$ cat src/rtl/ifu_pkg.sv
// Shared types and constants for the instruction fetch unit.
// FSM states, fetch buffer entry layout, instruction size and the decode NOP.
package ifu_pkg;

  localparam int          INST_BYTES = 4;
  localparam logic [31:0] NOP        = 32'h0000_0013;

  typedef enum logic [1:0] {BOOT, FETCH, END, FAULT} ifu_state_t;

  typedef struct packed {
    logic [63:0] pc;
    logic [31:0] inst;
  } fetch_entry_t;

endpackage

$ cat src/rtl/instruction_fetch_unit_if.sv
// Fetch unit bus: instruction memory read port, redirect input and decode handshake.
// master = fetch unit side, slave = memory/decode/branch side.
interface instruction_fetch_unit_if;

  logic [63:0] imem_addr;
  logic [31:0] imem_inst;
  logic        redirect_valid;
  logic [63:0] redirect_pc;
  logic        id_valid;
  logic        id_ready;
  logic [31:0] id_inst;
  logic [63:0] id_pc;
  logic        fetch_fault;

  modport master (
    output imem_addr, input imem_inst,
    input  redirect_valid, input redirect_pc,
    output id_valid, input id_ready, output id_inst, output id_pc,
    output fetch_fault
  );

  modport slave (
    input  imem_addr, output imem_inst,
    output redirect_valid, output redirect_pc,
    input  id_valid, output id_ready, input id_inst, input id_pc,
    input  fetch_fault
  );

endinterface

$ cat src/rtl/ifu_fifo.sv
// Sync FIFO of fetch entries; head is registered, visible the cycle after push.
// Flush beats push and pop; push into a full FIFO only succeeds alongside a pop.
module ifu_fifo
  import ifu_pkg::*;
#(
  parameter int DEPTH = 2
) (
  input  logic                     clk_i,
  input  logic                     rst_ni,
  input  logic                     flush_i,
  input  logic                     push_i,
  input  fetch_entry_t             push_dat_i,
  input  logic                     pop_i,
  output fetch_entry_t             head_dat_o,
  output logic [$clog2(DEPTH):0]   count_o,
  output logic                     empty_o
);

  localparam int PTR_W = $clog2(DEPTH);

  fetch_entry_t     mem_q [DEPTH];
  logic [PTR_W-1:0] wr_ptr_q, wr_ptr_d, rd_ptr_q, rd_ptr_d;
  logic [PTR_W:0]   count_q, count_d;
  logic             full, do_push, do_pop;

  assign full    = (count_q == (PTR_W+1)'(DEPTH));
  assign empty_o = (count_q == '0);
  assign do_pop  = pop_i && !empty_o && !flush_i;
  assign do_push = push_i && (!full || do_pop) && !flush_i;

  always_comb begin
    wr_ptr_d = wr_ptr_q;
    rd_ptr_d = rd_ptr_q;
    count_d  = count_q;
    if (flush_i) begin
      wr_ptr_d = '0;
      rd_ptr_d = '0;
      count_d  = '0;
    end else begin
      if (do_push) wr_ptr_d = wr_ptr_q + PTR_W'(1);
      if (do_pop)  rd_ptr_d = rd_ptr_q + PTR_W'(1);
      if (do_push && !do_pop) count_d = count_q + (PTR_W+1)'(1);
      if (do_pop && !do_push) count_d = count_q - (PTR_W+1)'(1);
    end
  end

  always_ff @(posedge clk_i or negedge rst_ni) begin
    if (!rst_ni) begin
      wr_ptr_q <= '0;
      rd_ptr_q <= '0;
      count_q  <= '0;
    end else begin
      wr_ptr_q <= wr_ptr_d;
      rd_ptr_q <= rd_ptr_d;
      count_q  <= count_d;
    end
  end

  // Payload storage needs no reset: count_q gates every read.
  always_ff @(posedge clk_i) begin
    if (do_push) mem_q[wr_ptr_q] <= push_dat_i;
  end

  assign head_dat_o = mem_q[rd_ptr_q];
  assign count_o    = count_q;

endmodule

$ cat src/rtl/instruction_fetch_unit.sv
// Fetch unit: owns the PC, reads imem combinationally, buffers {pc, inst} for decode.
// imem_addr -> id_valid takes 1 cycle; fetch stalls when the buffer is full and decode is not popping.
module instruction_fetch_unit
  import ifu_pkg::*;
#(
  parameter logic [63:0] RESET_PC   = 64'h0,
  parameter int          FIFO_DEPTH = 2,
  parameter logic [63:0] IMEM_BYTES = 64'd16
) (
  input  logic                      clk,
  input  logic                      reset_n,
  instruction_fetch_unit_if.master  bus
);

  localparam int CNT_W = $clog2(FIFO_DEPTH) + 1;

  ifu_state_t       state_q, state_d;
  logic [63:0]      pc_q, pc_d;
  logic             fault_q, fault_d;
  logic             push, pop, flush, in_range, redir_take;
  logic [CNT_W-1:0] fifo_count;
  logic             fifo_empty;
  fetch_entry_t     head;

  // 65-bit compare so a PC near the top of the address space cannot wrap into range.
  assign in_range   = ({1'b0, pc_q} + 65'(INST_BYTES)) <= {1'b0, IMEM_BYTES};
  assign redir_take = bus.redirect_valid && (state_q == FETCH || state_q == END);
  assign pop        = bus.id_valid && bus.id_ready && !redir_take;

  always_comb begin
    state_d = state_q;
    pc_d    = pc_q;
    fault_d = fault_q;
    push    = 1'b0;
    flush   = 1'b0;
    unique case (state_q)
      BOOT:  state_d = FETCH;
      FETCH, END: begin
        if (bus.redirect_valid) begin
          flush = 1'b1;
          if (bus.redirect_pc[1:0] != 2'b00) begin
            state_d = FAULT;
            fault_d = 1'b1;
          end else begin
            pc_d    = bus.redirect_pc;
            state_d = FETCH;
          end
        end else if (state_q == FETCH) begin
          if (!in_range) begin
            state_d = END;
          end else if (fifo_count < CNT_W'(FIFO_DEPTH) || pop) begin
            push = 1'b1;
            pc_d = pc_q + 64'(INST_BYTES);
          end
        end
      end
      FAULT: state_d = FAULT;
    endcase
  end

  always_ff @(posedge clk or negedge reset_n) begin
    if (!reset_n) begin
      state_q <= BOOT;
      pc_q    <= RESET_PC;
      fault_q <= 1'b0;
    end else begin
      state_q <= state_d;
      pc_q    <= pc_d;
      fault_q <= fault_d;
    end
  end

  ifu_fifo #(.DEPTH(FIFO_DEPTH)) u_fifo (
    .clk_i      (clk),
    .rst_ni     (reset_n),
    .flush_i    (flush),
    .push_i     (push),
    .push_dat_i ('{pc: pc_q, inst: bus.imem_inst}),
    .pop_i      (pop),
    .head_dat_o (head),
    .count_o    (fifo_count),
    .empty_o    (fifo_empty)
  );

  assign bus.imem_addr   = pc_q;
  assign bus.id_valid    = !fifo_empty;
  assign bus.id_inst     = fifo_empty ? NOP   : head.inst;
  assign bus.id_pc       = fifo_empty ? 64'h0 : head.pc;
  assign bus.fetch_fault = fault_q;

endmodule
$ cat src/flat_wrapper.sv
// flat-port wrapper written by rule: the top's interface ports become plain ports
module instruction_fetch_unit_flat import ifu_pkg::*;
#(
  parameter logic [63:0] RESET_PC   = 64'h0,
  parameter int          FIFO_DEPTH = 2,
  parameter logic [63:0] IMEM_BYTES = 64'd16
)
  (clk, reset_n, bus_imem_addr, bus_imem_inst, bus_redirect_valid, bus_redirect_pc, bus_id_valid, bus_id_ready, bus_id_inst, bus_id_pc, bus_fetch_fault);
  instruction_fetch_unit_if bus_i ();
  input  logic clk;
  input  logic reset_n;
  output wire logic [$bits(bus_i.imem_addr)-1:0] bus_imem_addr;
  input wire logic [$bits(bus_i.imem_inst)-1:0] bus_imem_inst;
  input wire logic [$bits(bus_i.redirect_valid)-1:0] bus_redirect_valid;
  input wire logic [$bits(bus_i.redirect_pc)-1:0] bus_redirect_pc;
  output wire logic [$bits(bus_i.id_valid)-1:0] bus_id_valid;
  input wire logic [$bits(bus_i.id_ready)-1:0] bus_id_ready;
  output wire logic [$bits(bus_i.id_inst)-1:0] bus_id_inst;
  output wire logic [$bits(bus_i.id_pc)-1:0] bus_id_pc;
  output wire logic [$bits(bus_i.fetch_fault)-1:0] bus_fetch_fault;
  assign bus_imem_addr = bus_i.imem_addr;
  assign bus_i.imem_inst = bus_imem_inst;
  assign bus_i.redirect_valid = bus_redirect_valid;
  assign bus_i.redirect_pc = bus_redirect_pc;
  assign bus_id_valid = bus_i.id_valid;
  assign bus_i.id_ready = bus_id_ready;
  assign bus_id_inst = bus_i.id_inst;
  assign bus_id_pc = bus_i.id_pc;
  assign bus_fetch_fault = bus_i.fetch_fault;
  instruction_fetch_unit #(.RESET_PC(RESET_PC), .FIFO_DEPTH(FIFO_DEPTH), .IMEM_BYTES(IMEM_BYTES)) u_core (.clk(clk), .reset_n(reset_n), .bus(bus_i));
endmodule
$ cat config.mk
export PLATFORM = sky130hd
export DESIGN_NAME = instruction_fetch_unit_flat
export DESIGN_NICKNAME = d
export VERILOG_FILES = /design/src/rtl/ifu_pkg.sv /design/src/rtl/instruction_fetch_unit_if.sv /design/src/rtl/ifu_fifo.sv /design/src/rtl/instruction_fetch_unit.sv /design/src/flat_wrapper.sv
export SDC_FILE = /design/constraint.sdc
export NUM_CORES = 1
export LEC_CHECK = 0
export ABC_CLOCK_PERIOD_IN_PS = 22400
export CAP_MARGIN = 10
export CORE_MARGIN = 4
export CORE_UTILIZATION = 45
export CTS_CLUSTER_SIZE = 30
export DETAILED_ROUTE_END_ITERATION = 10
export PLACE_DENSITY = 0.74
export SLEW_MARGIN = 30
export SYNTH_ARGS = -nofsm -noshare
export SYNTH_HDL_FRONTEND = slang
export SYNTH_SLANG_ARGS = --single-unit
$ cat constraint.sdc
create_clock -name clk -period 22.4 [get_ports clk]
set_input_delay 4.48 -clock clk [delete_from_list [all_inputs] [get_ports clk]]
set_output_delay 4.48 -clock clk [all_outputs]
set_load 0.01 [all_outputs]
== Word-level counts from Yosys, hierarchy flattened ==
Memories as Yosys holds them, arrays and structs flattened.
Cells that the tools add are included.

* Register bits: 71
* Bits in writable memories: 192
* Output and inout bits: 162
* Word-level logic and storage cells: 81
* Memories: 1

{| class="wikitable"
|+ Memory list
! memory !! words !! bits a word !! rd ports !! clocked after memory_dff !! write ports !! line !! text
|-
| u_core.u_fifo.mem_q || 2 || 96 || 1 || 0 || 1 || ifu_fifo.sv:21 || <nowiki>fetch_entry_t mem_q [DEPTH];</nowiki>
|}

* Add/sub/neg operators: 6
* $lt $le $gt $ge: 2
* Equal/unequal tests: 7
* Muxes and demuxes: 28
* Reductions and logical operators: 31

{| class="wikitable"
|+ Operators with widths
! kind !! count
|-
| 64-bit 2-to-1 mux || 6
|-
| 64-bit by 3-bit adder with 65-bit output, second input constant || 1
|-
| 65-bit by 5-bit <= comparator with 1-bit output, second input constant || 1
|-
| 64-bit by 3-bit adder with 64-bit output, second input constant || 1
|-
| 32-bit 2-to-1 mux || 1
|-
| 2-bit 2-to-1 mux || 7
|-
| 1-bit 2-to-1 mux || 13
|-
| 2-bit nonzero test || 6
|-
| 1-bit logical AND || 9
|-
| 2-bit == test, second input constant || 3
|-
| 1-bit zero test || 6
|-
| 2-bit case mux with 3 select lines || 1
|-
| 5-bit AND reduction || 1
|-
| 2-bit zero test || 2
|-
| 1-bit logical OR || 3
|-
| 3-bit by 2-bit != test with 1-bit output, second input constant || 1
|-
| 3-bit != test, second input constant || 1
|-
| 3-bit AND reduction || 1
|-
| 3-bit nonzero test || 1
|-
| 1-bit adder, second input constant || 2
|-
| 2-bit by 1-bit adder with 2-bit output, second input constant || 1
|-
| 2-bit by 1-bit == test with 1-bit output, second input constant || 1
|-
| 2-bit < comparator, second input constant || 1
|-
| 2-bit != test, second input constant || 1
|-
| other kinds (3) || 3
|}

== Logic depth before layout (Yosys ltp) ==
* Depth in word-level cells: 17
* Depth in mapped cells: 17
* Gate-level depth less buffers: 14

== Hierarchy ==
From an unflattened synthesis, not the netlist that was laid out.

* Cell total of the unflattened synthesis: 1122
* Area, all modules: 13156.4 µm²

{| class="wikitable"
|+ By module, submodules not included
! module !! instances !! cells each !! area each (µm²)
|-
| ifu_fifo || 1 || 324 || 7277.0
|-
| instruction_fetch_unit || 1 || 798 || 5879.4
|}

== Least setup slack after synthesis ==
No wires, ideal clock.

* Kind: input to register
* From: input port bus_redirect_valid
* To: memory u_core.u_fifo.mem_q[0][0] (netlist name) (enable)
* Setup time: 551 ps
* Data arrival time: 9421 ps
* Slack: 12428 ps
* Cell stages on the path: 8
* Cells stage by stage: clkbuf_1 > inv_2 > nand2_1 > a21oi_1 > nand2_1 > or2_1 > clkbuf_1 > nor2_1

* Cells in the longest elaborated chain, start to end: 13

{| class="wikitable"
|+ RTL lines
! item !! line !! text
|-
| start, declared || flat_wrapper.sv:14 || <nowiki>input wire logic [$bits(bus_i.redirect_valid)-1:0] bus_redirect_valid;</nowiki>
|-
| 1-bit logical AND || instruction_fetch_unit.sv:27 || <nowiki>assign redir_take = bus.redirect_valid && (state_q == FETCH || state_q == END);</nowiki>
|-
| 1-bit zero test || instruction_fetch_unit.sv:28 || <nowiki>assign pop = bus.id_valid && bus.id_ready && !redir_take;</nowiki>
|-
| 1-bit logical AND || instruction_fetch_unit.sv:28 ||
|-
| 1-bit logical OR || instruction_fetch_unit.sv:51 || <nowiki>end else if (fifo_count < CNT_W'(FIFO_DEPTH) || pop) begin</nowiki>
|-
| 1-bit 2-to-1 mux || instruction_fetch_unit.sv:51 ||
|-
| 1-bit 2-to-1 mux || instruction_fetch_unit.sv:49 || <nowiki>if (!in_range) begin</nowiki>
|-
| 1-bit 2-to-1 mux || instruction_fetch_unit.sv:48 || <nowiki>end else if (state_q == FETCH) begin</nowiki>
|-
| 1-bit 2-to-1 mux || instruction_fetch_unit.sv:39 || <nowiki>if (bus.redirect_valid) begin</nowiki>
|-
| 1-bit 2-to-1 mux || instruction_fetch_unit.sv:36 || <nowiki>unique case (state_q)</nowiki>
|-
| 1-bit logical AND || ifu_fifo.sv:29 || <nowiki>assign do_push = push_i && (!full || do_pop) && !flush_i;</nowiki>
|-
| 1-bit logical AND * || ifu_fifo.sv:29 ||
|-
| 1-bit 2-to-1 mux * || ifu_fifo.sv:61 || <nowiki>if (do_push) mem_q[wr_ptr_q] <= push_dat_i;</nowiki>
|-
| 1-bit 2-to-1 mux (not written as such) * || ifu_fifo.sv:61 ||
|-
| end, declared || ifu_fifo.sv:21 ||
|}

Mark *: on every way between the ends. The rest lies on a longest branch, timed or not.

== Final worst setup path ==
* From: register u_core.u_fifo.count_q[0], in the netlist u_core.u_fifo.count_o[0]
* To: output port bus_id_inst[1]

* Cells in the longest elaborated chain, start to end: 2

{| class="wikitable"
|+ RTL lines
! item !! line !! text
|-
| start, declared || ifu_fifo.sv:23 || <nowiki>logic [PTR_W:0] count_q, count_d;</nowiki>
|-
| start signal, assigned || ifu_fifo.sv:55 || <nowiki>count_q <= count_d;</nowiki>
|-
| 2-bit zero test || ifu_fifo.sv:27 || <nowiki>assign empty_o = (count_q == '0);</nowiki>
|-
| 32-bit 2-to-1 mux || instruction_fetch_unit.sv:87 || <nowiki>assign bus.id_inst = fifo_empty ? NOP : head.inst;</nowiki>
|-
| end, declared || flat_wrapper.sv:18 || <nowiki>output wire logic [$bits(bus_i.id_inst)-1:0] bus_id_inst;</nowiki>
|}

Every way passes these cells.

==> flow_summary.ini <==
[run_status]
status = completed

[placed_design]
place_ws_ns = 14.18
numPortBuffers = 261
place_hpwl_um = 23800
gp_congestion = 0.921

[layout]
diodes = 0
layout.nets = 1434
area_growth_pct = 31.0
drive_above_1_share = 0.0725
fill_cells = 2262

[yosys]
seq_area_frac_synth = 0.598
synth_edf_count = 192
synth_top_area_share = 0.457
synth_top_area_cell = edfxtp_1
ys_warn_count = 0
syn_avg_cell_area_um2 = 11.5
syn_inst = 1101
synthArstFlopShare = 0.270
yosys_register_bits = 263
ys.flop_type = edfxtp_1
yosys-top-cells-area = edfxtp_1 (46%), dfrtp_1 (14%), mux2i_1 (8.3%), nor2_1 (4.6%), a21oi_1 (3.5%)
syn_area_um2 = 12600
yosysUniqueCellTypes = 60
synth.net_count = 1206

[timing]
fin_ws_ns = 14.68
grt_setup_unrepaired = false
setup_viol = 0
worstMarginPinSlew_ns = 0.946
fin_hold_ws_ns = 0.516
hold_viol = 0
slew_viol_final = 0
fin_crit_sh = 0.345
fmax_mhz = 130
timing.slew.headroom = 0.369
skew_ns = 0.00905
finalCriticalPeriod_ns = 7.72
finalSetupTns_ns = 0

[power]
power_frac_clock = 0.240
power.share.sequential = 0.384
p_leak_nw = 5.72
power_frac_comb = 0.376
p_per_area_nw_per_um2 = 123
p_int_mw = 1.27
switching_share = 0.375
vdd_drop_max_mv = 0.0704
power.switching_mw = 0.764

[worst_setup_path]
critPathCaptureType = output port
ff2ff_setup_slack_ns = 16.64
critical_path_class = flip-flop to output port
timing.critical_path.buf_inv = 3
worstReg2RegEnd = u_core.u_fifo.mem_q[1][81]$_DFFE_PP_
reg2reg_depth = 12
arrival_ns = 3.24
start_kind = flip-flop
cp.required_ns = 17.92
critical_path.top_delay_family = buffers and inverters
cp_cell_sequence = nor2_4 -> buf_4 -> inv_1 -> nand2_1 -> clkdlybuf4s50_1
reg2reg_from = u_core.bus.imem_addr[3]$_DFFE_PN0P_
crit_fanout = 79
slowest_delay_ns = 0.75
crit_slowest_cell = buf_4

[floorplan]
io_pins = 262
rows = 61
die_h_um = 175
core_area_um2 = 27700
die_w_um = 175
start_util = 0.455
dieArea_um2 = 30800

[global_routing]
globalRouteOverflowTotal = 0
grt_pass1_wl_um = 53900
grt_antenna_before_repair = 0
grt_pass1_vias = 9223
grt_max_degree = 80
track_usage = 0.218

[clock_tree]
cts_hold_buffers = 0
cts_buffers = 29
cts.sinks = 263
cts_root_buffer = clkbuf_16
post_cts_buffers = 0
insertion_delay_ns = 0.56
cts_resized = 0
clock_path_buffers = 3
cts_tree = done
clk_pin_slew_worst_paths_ns = 0.06
htreeDepth = 1

[worst_hold_path]
min_from = u_core.bus.fetch_fault$_DFFE_PN0P_
hold-path-endpoint = u_core.bus.fetch_fault$_DFFE_PN0P_
hp-class = flip-flop to flip-flop
whs_path_depth = 1

[routing]
drt_iter0_drc = 777
drt_pass1_iterations = 5
drc = 0
wl_per_cell_um = 20.4
postRouteAntennaNets = 0
wl_um = 35200
vias = 9742
viasPerCell = 5.63

[run]
cap_violations = 0
metal layers:
layer	global-route usage	share of wire
met3	0.0366	0.067
met4	0.0511	0.023
met2	0.343	0.46
met5	0	0
met1	0.321	0.45
synthesized netlist by cell type (all sizes together) (4+ instances only):
master / number
a211oi: 5
a21oi: 89
a31oi: 17
and2: 5
and3: 16
and4: 6
buf: 19
clkbuf: 54
dfrtp: 71
edfxtp: 192
ha: 5
inv: 17
mux2: 10
mux2i: 105
nand2: 55
nand2b: 34
nand3: 40
nand4: 35
nor2: 153
nor3: 15
nor4: 17
o21a: 4
o21ai: 37
o21bai: 5
o31a: 4
o31ai: 13
o41ai: 5
or2: 8
or3: 13
or4: 8
xnor2: 11
xor2: 7
state kept, by name, summed over array words and instances (netlist names):
signal,cells
u_core.state_q,2
u_core.u_fifo.count_o,2
u_core.u_fifo.wr_ptr_q,1
u_core.u_fifo.mem_q,192
u_core.bus.imem_addr,64
u_core.u_fifo.rd_ptr_q,1
u_core.bus.fetch_fault,1
metrics by stage:
stage          cells  cell area, um2  utilization  power [mW]
4_1_cts         1728           16500        0.594        2.05
6_report        1730           16500        0.596        2.04
2_1_floorplan   1101           12600            -        1.16
3_5_place_dp    1674           15500        0.558        1.55
5_1_grt         1730           16500        0.596        2.14
3_3_place_gp    1674           15500        0.558        1.54
worst max-delay path by stage:
stage	end	slack, ns	cells past startpoint	from
finish	bus_id_inst[1]	14.68	5	u_core.u_fifo.count_o[0]$_DFFE_PN0P_
detailed placement	u_core.u_fifo.mem_q[1][78]$_DFFE_PP_	14.18	8	bus_redirect_valid
global placement	u_core.u_fifo.mem_q[0][77]$_DFFE_PP_	14.26	8	bus_redirect_valid
global route	bus_id_inst[4]	14.44	5	u_core.u_fifo.count_o[0]$_DFFE_PN0P_
CTS	bus_id_inst[1]	14.58	5	u_core.u_fifo.count_o[0]$_DFFE_PN0P_
floorplan	u_core.u_fifo.mem_q[0][0]$_DFFE_PP_	12.43	8	bus_redirect_valid
cell usage in the layout (no fill, tap or decap), types with 17 or more instances in the layout:
cell	count
clkbuf_16	29
clkdlybuf4s50_1	259
o21ai_0	37
mux2i_1	105
a21oi_1	89
nand2_1	55
nand3_1	39
a31oi_1	17
dfrtp_1	70
edfxtp_1	192
nand4_1	33
nor2_1	150
nand2b_1	34
layout make-up:
class / count / area (um2) / area share
repair buffers: 270 / 2720 / 0.165
flip-flops and latches: 263 / 7550 / 0.457
inverters: 17 / 63.8 / 0.00386
multi-input cells: 748 / 4710 / 0.285
clock buffers: 36 / 802 / 0.0486
clock inverters: 18 / 195 / 0.0118
well taps: 378 / 473 / 0.0286
logic make-up after synthesis:
group | count (synthesis) | synth area share
mux | 115 | 0.0923
compound gates | 198 | 0.0941
simple gates | 412 | 0.168
xor+xnor | 18 | 0.0125
flops | 263 | 0.598
fa+ha+maj | 5 | 0.00496
buf+inv | 90 | 0.0302
power by group through the flow:
stage | sequential, mW | combinational [mW] | clock (mW)
after detailed placement | 0.788 | 0.764 | 0
after global routing | 0.796 | 0.828 | 0.518
after CTS | 0.778 | 0.769 | 0.499
after global placement | 0.784 | 0.752 | 0
after floorplan | 0.719 | 0.441 | 0
final | 0.783 | 0.765 | 0.488
Power figures use the tool's default switching activity.
